[src/rtl/csc_sync_pkg.sv]
// ---------------------------------------------------------------------------
// csc_sync_pkg
// Shared definitions for the fiber link sync monitor:
//   - resync FSM state encoding
//   - default K-char frame markers
//   - maximum supported link count
//   - lowest_index(): priority encoder used for first-failure capture
// ---------------------------------------------------------------------------
package csc_sync_pkg;

   localparam int MAX_LINKS = 16;

   localparam logic [1:0] WAIT_DONE = 2'd0;
   localparam logic [1:0] DELAY     = 2'd1;
   localparam logic [1:0] MONITOR   = 2'd2;

   localparam logic [7:0] KCHAR_IDLE  = 8'hBC;
   localparam logic [7:0] KCHAR_FRAME = 8'hFC;

   // Index of the lowest set bit; 0 when the vector is empty.
   function automatic logic [3:0] lowest_index(input logic [MAX_LINKS-1:0] v);
      logic [3:0] idx;
      idx = '0;
      for (int i = MAX_LINKS - 1; i >= 0; i--) begin
         if (v[i]) idx = 4'(i);
      end
      return idx;
   endfunction

endpackage

[src/rtl/link_settle_cnt.sv]
// ---------------------------------------------------------------------------
// link_settle_cnt
// Per-link settle counter. A link only takes part in marker checking once its
// receiver has reported link_good for SETTLE consecutive cycles.
// Ports:
//   clock, global_reset : clock, async active-high reset
//   link_good           : receiver link-good for this link
//   fiber_enable        : link enabled for checking
//   checked             : link participates in this cycle's check
// ---------------------------------------------------------------------------
module link_settle_cnt #(
   parameter int SETTLE = 2
) (
   input  logic clock,
   input  logic global_reset,
   input  logic link_good,
   input  logic fiber_enable,
   output logic checked
);

   localparam logic [3:0] SETTLE_MAX = 4'(SETTLE);

   logic [3:0] settle_cnt;

   always_ff @(posedge clock or posedge global_reset) begin
      if (global_reset)
         settle_cnt <= '0;
      else if (!link_good)
         settle_cnt <= '0;
      else if (settle_cnt != SETTLE_MAX)
         settle_cnt <= settle_cnt + 4'd1;
   end

   // Uses the live link_good so a dropping link is excluded in the same cycle.
   assign checked = fiber_enable & link_good & (settle_cnt == SETTLE_MAX);

endmodule

[src/rtl/link_sync_mon.sv]
// ---------------------------------------------------------------------------
// link_sync_mon
// Checks the K-char frame marker on NLINK fiber links every cycle while in
// MONITOR and flags links that are off-marker or disagree with the others.
// Ports:
//   clock, global_reset  : LHC clock, async active-high reset
//   ttc_resync           : restart sync sequence, clear sticky status
//   link_kchar           : K-char per link, link i at [i*KW +: KW]
//   link_good            : receiver link-good per link
//   fiber_enable         : link enabled for checking
//   sync_done            : per-link resync complete
//   sync_delay           : extra holdoff cycles after all sync_done
//   kchar_a, kchar_b     : accepted marker pair
//   cnt_clear            : clears mismatch_cnt and first-failure capture
//   links_synced         : all checked links valid and equal (registered)
//   links_lostsync       : OR of link_lostsync
//   link_lostsync        : sticky per-link failure
//   mismatch_cnt         : saturating count of failing cycles
//   first_bad            : lowest failing link at first failure
//   first_bad_vld        : first_bad holds a capture
//   mon_active           : FSM is in MONITOR
// NLINK must be in 1..MAX_LINKS so the link index fits in first_bad.
// ---------------------------------------------------------------------------
module link_sync_mon
   import csc_sync_pkg::*;
#(
   parameter int NLINK  = 7,
   parameter int KW     = 8,
   parameter int CNTW   = 16,
   parameter int SETTLE = 2
) (
   input  logic                clock,
   input  logic                global_reset,
   input  logic                ttc_resync,
   input  logic [NLINK*KW-1:0] link_kchar,
   input  logic [NLINK-1:0]    link_good,
   input  logic [NLINK-1:0]    fiber_enable,
   input  logic [NLINK-1:0]    sync_done,
   input  logic [3:0]          sync_delay,
   input  logic [KW-1:0]       kchar_a,
   input  logic [KW-1:0]       kchar_b,
   input  logic                cnt_clear,
   output logic                links_synced,
   output logic                links_lostsync,
   output logic [NLINK-1:0]    link_lostsync,
   output logic [CNTW-1:0]     mismatch_cnt,
   output logic [3:0]          first_bad,
   output logic                first_bad_vld,
   output logic                mon_active
);

   logic [1:0]       state;
   logic [3:0]       dly_cnt;
   logic [NLINK-1:0] checked;
   logic [NLINK-1:0] bad;
   logic [KW-1:0]    kchar [NLINK];
   logic [KW-1:0]    k_and;
   logic [KW-1:0]    k_or;
   logic             disagree;
   logic             all_done;
   logic             in_mon;
   logic             fail;
   logic             fail_event;
   logic [3:0]       fail_idx;
   logic [MAX_LINKS-1:0] bad_w;
   logic [MAX_LINKS-1:0] chk_w;

   // ---------------- per-link settle and marker check ----------------
   for (genvar i = 0; i < NLINK; i++) begin : g_link
      link_settle_cnt #(.SETTLE(SETTLE)) u_settle (
         .clock        (clock),
         .global_reset (global_reset),
         .link_good    (link_good[i]),
         .fiber_enable (fiber_enable[i]),
         .checked      (checked[i])
      );
      assign kchar[i] = link_kchar[i*KW +: KW];
      assign bad[i]   = checked[i] & (kchar[i] != kchar_a) & (kchar[i] != kchar_b);
   end

   // All checked links agree exactly when the bitwise AND and OR of their
   // K-chars are identical. With nothing checked the reductions differ
   // trivially, hence the |checked qualifier.
   always_comb begin
      k_and = '1;
      k_or  = '0;
      for (int i = 0; i < NLINK; i++) begin
         if (checked[i]) begin
            k_and = k_and & kchar[i];
            k_or  = k_or  | kchar[i];
         end
      end
   end

   assign disagree = (|checked) & (k_and != k_or);
   assign in_mon   = (state == MONITOR);
   assign fail     = in_mon & ((|bad) | disagree);
   // Resync takes priority, so a failing resync cycle is neither counted
   // nor captured.
   assign fail_event = fail & ~ttc_resync;

   always_comb begin
      bad_w = '0;
      chk_w = '0;
      bad_w[NLINK-1:0] = bad;
      chk_w[NLINK-1:0] = checked;
   end

   assign fail_idx = (|bad) ? lowest_index(bad_w) : lowest_index(chk_w);

   // With no enabled links fall back to requiring every sync_done.
   assign all_done = (|fiber_enable) ? &(sync_done | ~fiber_enable) : &sync_done;

   // ---------------- resync FSM ----------------
   always_ff @(posedge clock or posedge global_reset) begin
      if (global_reset) begin
         state   <= WAIT_DONE;
         dly_cnt <= '0;
      end else if (ttc_resync) begin
         state   <= WAIT_DONE;
      end else begin
         case (state)
            WAIT_DONE: begin
               if (all_done) begin
                  dly_cnt <= sync_delay;
                  state   <= DELAY;
               end
            end
            DELAY: begin
               if (dly_cnt == 4'd0)
                  state <= MONITOR;
               else
                  dly_cnt <= dly_cnt - 4'd1;
            end
            MONITOR: state <= MONITOR;
            default: state <= WAIT_DONE;
         endcase
      end
   end

   assign mon_active = in_mon;

   // ---------------- sync status ----------------
   always_ff @(posedge clock or posedge global_reset) begin
      if (global_reset) begin
         links_synced  <= 1'b1;
         link_lostsync <= '0;
      end else if (ttc_resync) begin
         links_synced  <= 1'b1;
         link_lostsync <= '0;
      end else if (in_mon) begin
         links_synced  <= ~fail;
         link_lostsync <= link_lostsync | bad | (checked & {NLINK{disagree}});
      end else begin
         links_synced  <= 1'b1;
      end
   end

   assign links_lostsync = |link_lostsync;

   // ---------------- mismatch counter and first-failure capture ----------------
   always_ff @(posedge clock or posedge global_reset) begin
      if (global_reset) begin
         mismatch_cnt  <= '0;
         first_bad     <= '0;
         first_bad_vld <= 1'b0;
      end else if (cnt_clear) begin
         mismatch_cnt  <= '0;
         first_bad     <= '0;
         first_bad_vld <= 1'b0;
      end else if (fail_event) begin
         if (mismatch_cnt != '1)
            mismatch_cnt <= mismatch_cnt + CNTW'(1);
         if (!first_bad_vld) begin
            first_bad     <= fail_idx;
            first_bad_vld <= 1'b1;
         end
      end
   end

endmodule
[config.mk]
export PLATFORM = sky130hd
export DESIGN_NAME = link_sync_mon
export DESIGN_NICKNAME = d
export VERILOG_FILES = /design/src/rtl/csc_sync_pkg.sv /design/src/rtl/link_settle_cnt.sv /design/src/rtl/link_sync_mon.sv
export SDC_FILE = /design/constraint.sdc
export NUM_CORES = 1
export LEC_CHECK = 0
export CAP_MARGIN = 40
export CELL_PAD_IN_SITES_DETAIL_PLACEMENT = 1
export CELL_PAD_IN_SITES_GLOBAL_PLACEMENT = 2
export CORE_MARGIN = 2
export CORE_UTILIZATION = 32
export CTS_CLUSTER_SIZE = 24
export DETAILED_ROUTE_END_ITERATION = 12
export GPL_TIMING_DRIVEN = 0
export PLACE_DENSITY_LB_ADDON = 0.1
export SYNTH_ARGS = -nofsm -noshare
export SYNTH_HDL_FRONTEND = slang
export SYNTH_SLANG_ARGS = --single-unit
[constraint.sdc]
create_clock -name clock -period 6.48 [get_ports clock]
set_clock_uncertainty 0.05 [all_clocks]
set_input_delay 0.972 -clock clock [delete_from_list [all_inputs] [get_ports clock]]
set_output_delay 0.972 -clock clock [all_outputs]
set_load 0.02 [all_outputs]
After elaboration in Yosys (flattened, before gate mapping) --
Index checks and enable logic that the tools add are counted.
Word-level totals: register bits after elaboration 63, output and inout bits 31
Cells by class: bitwise operators 51, reduce and logical (&&, ||, !) cells 16, eq/ne operators 44, $add $sub $neg 9, multiplexer cells 63
Operators by type and width (count):
- 2-to-1 mux 4 bit | 32
- inequality test 8 bit | 15
- 2-to-1 mux 8 bit | 14
- AND 8 bit | 6
- 2-to-1 mux 16 bit | 3
- bitwise OR 8 bit | 6
- AND 1 bit | 31
- adder 4 x 1 -> 4 bit (second input constant) | 7
- equality test 4 x 2 -> 1 bit (second input constant) | 7
- inequality test 4 x 2 -> 1 bit (second input constant) | 7
- OR reduction 7 bit | 4
- bitwise OR 7 bit | 3
- adder 16 x 1 -> 16 bit (second input constant) | 1
- inequality test 16 bit (second input constant) | 1
- 2-to-1 mux 7 bit | 2
- inequality test 2 x 1 -> 1 bit (second input constant) | 7
- AND reduction 7 bit | 2
- case mux 4 bit (2 select lines) | 1
- nonzero test 2 bit | 4
- AND 7 bit | 1
- NOT 7 bit | 1
- 2-to-1 mux 2 bit | 3
- 2-to-1 mux 3 bit | 2
- inequality test 2 bit (second input constant) | 3
- other kinds (12) | 20

Logic depth before layout (Yosys ltp) --
Gate-level depths: netlist of the first run.
depth after elaboration 22, gate-level depth with buffers 17, gate-level depth less buffers 12

Modules after synthesis --
Synthesis of the first run repeated with hierarchy kept, for this count alone.
Second synthesis, totals: cell total of the unflattened synthesis 690, area total of the unflattened synthesis 5924.4 um2
By module, submodules not included:
- link_sync_mon | times used 1, area an instance 4295.4 um2, cells an instance 536
- link_settle_cnt | times used 7, area an instance 232.7 um2, cells an instance 22

Least setup slack after synthesis of the first run --
Ideal clock, no wire load.
kind input -> register, from input port kchar_b[4], to register mismatch_cnt[13], setup time 128 ps, setup slack 3039 ps, stages on the path 11, data required time 6302 ps, data arrival time 3263 ps, cell sequence clkbuf_1 xor2_1 nor4_1 a21oi_1 o21ai_0 o31ai_1 nor4bb_1 or4_1 o21ai_2 nor2b_1 mux2_1
On the way: cells in the longest elaborated chain, start to end 8, elaborated cells on any way between the ends 20, those cells by class eq/ne: 7; bitwise: 10; reduce/logical: 3
RTL lines:
- start: declaration | line link_sync_mon.sv:41 | input logic [KW-1:0] kchar_b,
- inequality test 8 bit | line link_sync_mon.sv:78 | assign bad[i] = checked[i] & (kchar[i] != kchar_a) & (kchar[i] != kchar_b);
- AND 1 bit | line link_sync_mon.sv:78
- OR reduction 7 bit * | line link_sync_mon.sv:97 | assign fail = in_mon & ((|bad) | disagree);
- bitwise OR 1 bit * | line link_sync_mon.sv:97
- AND 1 bit * | line link_sync_mon.sv:97
- AND 1 bit * | line link_sync_mon.sv:100 | assign fail_event = fail & ~ttc_resync;
- nonzero test 2 bit (no source line) *
- AND reduction 2 bit (no source line) *
- end signal: assignment | line link_sync_mon.sv:173 | mismatch_cnt <= mismatch_cnt + CNTW'(1);
- end: declaration | line link_sync_mon.sv:46 | output logic [CNTW-1:0] mismatch_cnt,
Mark *: on every way between the ends. The rest lies on a longest branch, timed or not. A chain may end at the register's enable or synchronous reset.

Worst setup path in the final report of the first run --
from input port link_good[4], to register first_bad[2]
On the way: cells in the longest elaborated chain, start to end 14, elaborated cells on any way between the ends 37, those cells by class eq/ne: 1; mux: 20; bitwise: 12; reduce/logical: 4
RTL lines:
- start: declaration | line link_sync_mon.sv:36 | input logic [NLINK-1:0] link_good,
- AND 1 bit * (2 in series) | line link_settle_cnt.sv:35 | assign checked = fiber_enable & link_good & (settle_cnt == SETTLE_MAX);
- 2-to-1 mux 8 bit | line link_sync_mon.sv:88 | if (checked[i]) begin
- AND 8 bit / bitwise OR 8 bit (equally long branches) | line link_sync_mon.sv:89, link_sync_mon.sv:90
- 2-to-1 mux 8 bit | line link_sync_mon.sv:88
- AND 8 bit / bitwise OR 8 bit (equally long branches) | line link_sync_mon.sv:89, link_sync_mon.sv:90
- 2-to-1 mux 8 bit | line link_sync_mon.sv:88
- inequality test 8 bit | line link_sync_mon.sv:95 | assign disagree = (|checked) & (k_and != k_or);
- AND 1 bit | line link_sync_mon.sv:95
- bitwise OR 1 bit | line link_sync_mon.sv:97
- AND 1 bit | line link_sync_mon.sv:97
- AND 1 bit | line link_sync_mon.sv:100
- nonzero test 2 bit (no source line)
- AND reduction 2 bit (no source line)
- end signal: assignment | line link_sync_mon.sv:175 | first_bad <= fail_idx;
- end: declaration | line link_sync_mon.sv:47 | output logic [3:0] first_bad,
Mark *: on every way between the ends. The rest lies on a longest branch, timed or not. The select of a mux whose other input is x is not followed.

==> results.json, run 1 <==
{
  "cts_hold_buf": 0,
  "dpl.hpwl_um": 17500,
  "grt_pass1_wl_um": 35200,
  "ios": 132,
  "final_common_cell": "clkdlybuf4s50_1",
  "place_congestion": 0.891,
  "antenna_found_initial": 0,
  "crit_arrival_ns": 4.50,
  "chipWidth_um": 137,
  "grt_max_degree": 33,
  "nFillCells": 2041,
  "htreeDepth": 3,
  "first_global_vias": 6252,
  "yosys.area.top_type": "dfrtp_1",
  "io_buffers": 113,
  "syn_to_final_growth_pct": 30.9,
  "grt_usage_pct": 25.0,
  "maxCapViolations": 0,
  "fin_setup_tns_ns": 0,
  "synthArstFlopShare_pct": 100,
  "critPathKind": "primary input to flip-flop",
  "multi_input_comb_area_um2": 3760,
  "reg2reg_to": "first_bad[2]",
  "synthCells": 665,
  "min_path_cells": 1,
  "post-route-drc-count": 0,
  "n_antenna_cell": 0,
  "synth.net_count": 785,
  "synth_flop_cell": "dfrtp_1",
  "layout_common_cells": "clkdlybuf4s50_1 (113), xnor2_1 (77), dfrtp_1 (61), xor2_1 (48), a21oi_1 (34)",
  "overflow": 0,
  "syn_area_um2": 5650,
  "grt_setup_unrepaired": "no",
  "r2r_cells": 11,
  "drtIter0Drc": 244,
  "ys_types": 66,
  "fmax_mhz": 231,
  "fin_crit_ns": 4.33,
  "tritoncts": "built",
  "synth.avg_cell_area_um2": 8.50,
  "initial_core_util_pct": 32.7,
  "ys_seq_area_share_pct": 27.5,
  "clock-root-buffer": "clkbuf_16",
  "critPathRequiredTime_ns": 6.65,
  "nets": 910,
  "routedWlPerCell_um": 22.1,
  "powerDensity_nw_per_um2": 251,
  "row_count": 48,
  "startpoint_type": "primary input",
  "cts.sinks": 62,
  "core_area_um2": 17300,
  "drv_slew": 0,
  "tightest_slew_ns": 0.842,
  "drive_above_1_share_pct": 7.04,
  "rrSetupSlack_ns": 2.64,
  "yosys.area.top_type_share_pct": 27.0,
  "clkSlewWorstSetupHoldPaths_ns": 0.05,
  "routed_via_density": 5.59,
  "synth.area.top_cells": "dfrtp_1 (27%), xnor2_1 (12%), xor2_1 (7.4%)",
  "ys_ff_latch": 62,
  "synth_edf_count": 0,
  "period_share_pct": 66.8,
  "seq_area_um2": 1550,
  "cts_resized": 0,
  "vias": 5698,
  "cts.path.max_buffers": 2,
  "total_power_mw": 1.86,
  "setup-violations-final": 0,
  "cp-endpoint": "first_bad[2]",
  "dieArea_um2": 18700,
  "critPathCaptureType": "flip-flop",
  "status": "finished clean",
  "leakagePower_nw": 2.88,
  "cts_inserted_buffers": 9,
  "hold_viol": 0,
  "clk_latency_ns": 0.34,
  "slew-limit-headroom_pct": 43.1,
  "synth_warnings": 0,
  "route.antenna.remaining_nets": 0,
  "finalWirelength_um": 22500,
  "cp_max_fo": 10,
  "hold_path.class": "flip-flop to flip-flop",
  "dp.cells": 1004,
  "ir_drop_mv": 0.145,
  "dr.pass1.iters": 4,
  "chipHeight_um": 137,
  "postCtsSetupRepairBufs": 0,
  "rr_startpoint": "g_link[4].u_settle.settle_cnt[0]",
  "layoutNonFillerInstCount": 1020,
  "crit_path_start": "link_good[4]"
}
worst max-delay path, cell delays in order:
cell,delay (ns)
clkdlybuf4s50_1,0.49
nand4_1,0.20
clkbuf_1,0.54
a21oi_1,0.07
o21ai_0,0.23
o31ai_1,0.23
nor4bb_1,0.78
o21ai_0,0.47
nand2_1,0.22
a2bb2o_1,0.30
layout make-up:
type	count	share of cell area (%)
clock inverter	4	0.947
buffer	42	2.96
clock buffer	12	3.33
timing repair buffer	114	15.6
sequential	62	21.0
multi-input combinational	529	50.8
inverter	32	1.62
tap	225	3.80
cells by family after synthesis:
kind of cell / Yosys count / share of synthesized area [%]
AOI/OAI and AO/OA: 161 / 19.2
xor gates and xnor gates: 125 / 19.4
adders and majority gates: 19 / 4.21
buffers and inverters: 74 / 6.00
DFF: 62 / 27.5
muxes: 13 / 2.35
other: 1 / 0.0664
and+or+nand+nor: 210 / 21.3
registers in the layout, indices dropped and copies added (netlist names):
register                    flops
g_link.u_settle.settle_cnt     28
mismatch_cnt                   16
link_lostsync                   7
dly_cnt                         4
first_bad                       3
state                           2
first_bad_vld                   1
links_synced                    1
per-stage QoR:
stage / hold WS [ns] / setup WS, ns / area (um2) / utilization (%)
after floorplan: 0.419 / 3.04 / 5650 / -
after global placement: 0.433 / 1.79 / 7060 / 40.8
after detailed placement: 0.438 / 1.84 / 7080 / 41.0
after CTS: 0.453 / 2.17 / 7400 / 42.8
after global routing: 0.486 / 1.86 / 7400 / 42.8
final: 0.445 / 2.15 / 7400 / 42.8
how the worst min path moves through the flow:
stage,startpoint,end,slack [ns]
after floorplan,dly_cnt[0],dly_cnt[0],0.42
after global placement,first_bad[2],first_bad[2],0.43
after detailed placement,first_bad[1],first_bad[1],0.44
after CTS,first_bad[1],first_bad[1],0.45
after global routing,first_bad[2],first_bad[2],0.49
final,first_bad[1],first_bad[1],0.45
synth_stat cells (18+ instances only):
cell and n:
xnor2_1 77, dfrtp_1 61, xor2_1 48, a21oi_1 34, inv_1 32, nor2_1 30, o22ai_1 26, nand2_1 24
o21ai_0 24, a22oi_1 23, nand4_1 22, and2_1 20, clkbuf_1 20, ha_1 19, nand3_1 19, nor4_1 18
power by group:
group | switching [mW] | total (mW) | internal (mW)
sequential | 0.0673 | 0.520 | 0.453
clock | 0.178 | 0.524 | 0.346
combinational | 0.463 | 0.812 | 0.350
metal layers:
metal	up-vias	global-route usage (%)	share of wire (%)
met5	-	0	0
met4	0	10.7	3.1
met3	42	5.30	5.9
met2	183	43.2	49
met1	2818	29.9	42
li1	2655	-	-
Note: power is estimated with default switching activity, not from simulation.
==> inputs of run 2 (changes only) <==
- CORE_UTILIZATION: 32 -> 27
- clock period: 6.48 -> 3.81 ns (I/O delays scaled with it)
==> results.json, run 2 (synthesis results as in run 1) <==
{
  "status": "finished clean",
  "final_common_cell": "clkdlybuf4s50_1",
  "powerDensity_nw_per_um2": 415,
  "chipHeight_um": 149,
  "crit_arrival_ns": 3.81,
  "largest-register": "g_link.u_settle.settle_cnt",
  "cts.path.max_buffers": 2,
  "layout_common_cells": "clkdlybuf4s50_1 (113), xnor2_1 (77), dfrtp_1 (61), xor2_1 (48), a21oi_1 (33)",
  "slew-limit-headroom_pct": 60.3,
  "critPathCaptureType": "flip-flop",
  "tritoncts": "built",
  "antenna_found_initial": 0,
  "p_int_mw": 1.91,
  "maxCapViolations": 0,
  "fin_crit_ns": 3.65,
  "switchingPower_mw": 1.20,
  "startpoint_type": "primary input",
  "crit_path_start": "fiber_enable[0]",
  "drv_slew": 0,
  "power_frac_comb_pct": 44.6,
  "critPathKind": "primary input to flip-flop",
  "drtIter0Drc": 290,
  "clock-root-buffer": "clkbuf_16",
  "slowest_stage": "clkdlybuf4s50_1",
  "row_count": 52,
  "nFillCells": 2382,
  "dieArea_um2": 22100,
  "finalWirelength_um": 23300,
  "hold_slack_ns": 0.441,
  "n_antenna_cell": 0,
  "drive_above_1_share_pct": 8.93,
  "min_from": "first_bad[2]",
  "grt_usage_pct": 21.3,
  "largest_reg_flops": 28,
  "routedWlPerCell_um": 21.9,
  "p_clk_share_pct": 27.0,
  "clk_latency_ns": 0.33,
  "nets": 910,
  "post-route-drc-count": 0,
  "fmax_mhz": 274,
  "cp_max_fo": 10,
  "top_regs": "g_link.u_settle.settle_cnt (28), mismatch_cnt (16), link_lostsync (7)",
  "ir_drop_mv": 0.201,
  "cts.sinks": 62,
  "fin_setup_tns_ns": 0,
  "dpl_cell_area_um2": 7140,
  "grt_pass1_wl_um": 35900,
  "tightest_slew_ns": 0.587,
  "leakagePower_nw": 2.89,
  "final_core_util_pct": 36.9,
  "routed_via_density": 5.29,
  "io_buffers": 113,
  "first_global_vias": 6313,
  "cts_inserted_buffers": 9,
  "ios": 132,
  "initial_core_util_pct": 27.8,
  "critPathRequiredTime_ns": 3.97,
  "chipWidth_um": 149,
  "hold_viol": 0,
  "grt_setup_unrepaired": "no",
  "vias": 5636,
  "overflow": 0,
  "stdcell_area_um2": 7520,
  "critical_path.max_stage_delay_ns": 0.51,
  "swShare_pct": 38.6,
  "pwr-share-seq_pct": 28.4,
  "dr.pass1.iters": 4,
  "grt_max_degree": 33,
  "clkSlewWorstSetupHoldPaths_ns": 0.05,
  "htreeDepth": 3,
  "place_congestion": 0.986,
  "syn_to_final_growth_pct": 33.1,
  "rr_startpoint": "g_link[5].u_settle.settle_cnt[0]",
  "period_share_pct": 95.8,
  "postCtsSetupRepairBufs": 0,
  "hold_path.class": "flip-flop to flip-flop",
  "setup-violations-final": 0,
  "route.antenna.remaining_nets": 0,
  "core_area_um2": 20400,
  "dpl.hpwl_um": 18100,
  "crit_chain": "clkdlybuf4s50_1, and4_1, clkbuf_2, a22oi_1, and3_1, and3_1, buf_2, nor3_1, and4_1, buf_6, o21a_1, buf_6, nor4_1, mux2_2"
}
## run 2: final timing paths
path | to | slack, ns | depth (start not counted)
worst min register to register | first_bad[2] | 0.44 | 1
min in group asynchronous | g_link[1].u_settle.settle_cnt[2] | 0.56 | 2
worst min-delay path | first_bad[2] | 0.44 | 1
max in group asynchronous | links_synced | 2.56 | 3
worst max-delay path | mismatch_cnt[5] | 0.16 | 14
worst max register to register | mismatch_cnt[5] | 0.20 | 15
## run 2: worst max-delay path: cells and delay by family
family	cells	cell delay, ns
muxes	1	0.38
and+or+nand+nor	6	1.19
buffers and inverters	5	1.23
AOI/OAI and AO/OA	2	0.43
## run 2: final cells by class
cell class,count,area [um2],area share [%]
flip-flops and latches,62,1550,20.6
inverters,32,123,1.63
repair buffers,114,1150,15.3
well taps,270,338,4.49
clock inverters,4,45.0,0.599
clock buffers,12,256,3.41
plain buffers,42,230,3.06
multi-input cells,529,3820,50.9
## run 2: stage by stage
stage	std cells	setup WS [ns]	power, mW
after floorplan	665	0.682	1.78
after global placement	1048	-0.578	2.21
after detailed placement	1049	-0.550	2.27
after CTS	1065	0.0118	3.14
after global routing	1065	0.00302	3.35
final	1065	0.161	3.12
## run 2: per-layer routing
| layer | up-vias | GRT usage, % | routed length (um) |
|---|---|---|---|
| met2 | 155 | 36.7 | 11300 |
| li1 | 2647 | - | - |
| met1 | 2795 | 26.8 | 9950 |
| met3 | 39 | 3.53 | 1320 |
| met4 | 0 | 8.00 | 684 |
| met5 | - | 0 | 0 |
## run 2: power groups by stage
stage / Combinational (mW) / Sequential [mW] / Clock (mW)
final: 1.39 / 0.887 / 0.841
after detailed placement: 1.37 / 0.896 / 0
after global placement: 1.32 / 0.884 / 0
after CTS: 1.39 / 0.886 / 0.866
after global routing: 1.55 / 0.910 / 0.894
after floorplan: 0.913 / 0.870 / 0
## run 2: timing repair
item                       CTS  global route
resized for setup            6            14
setup endpoints to repair   16            14
hold buffers                 0             0
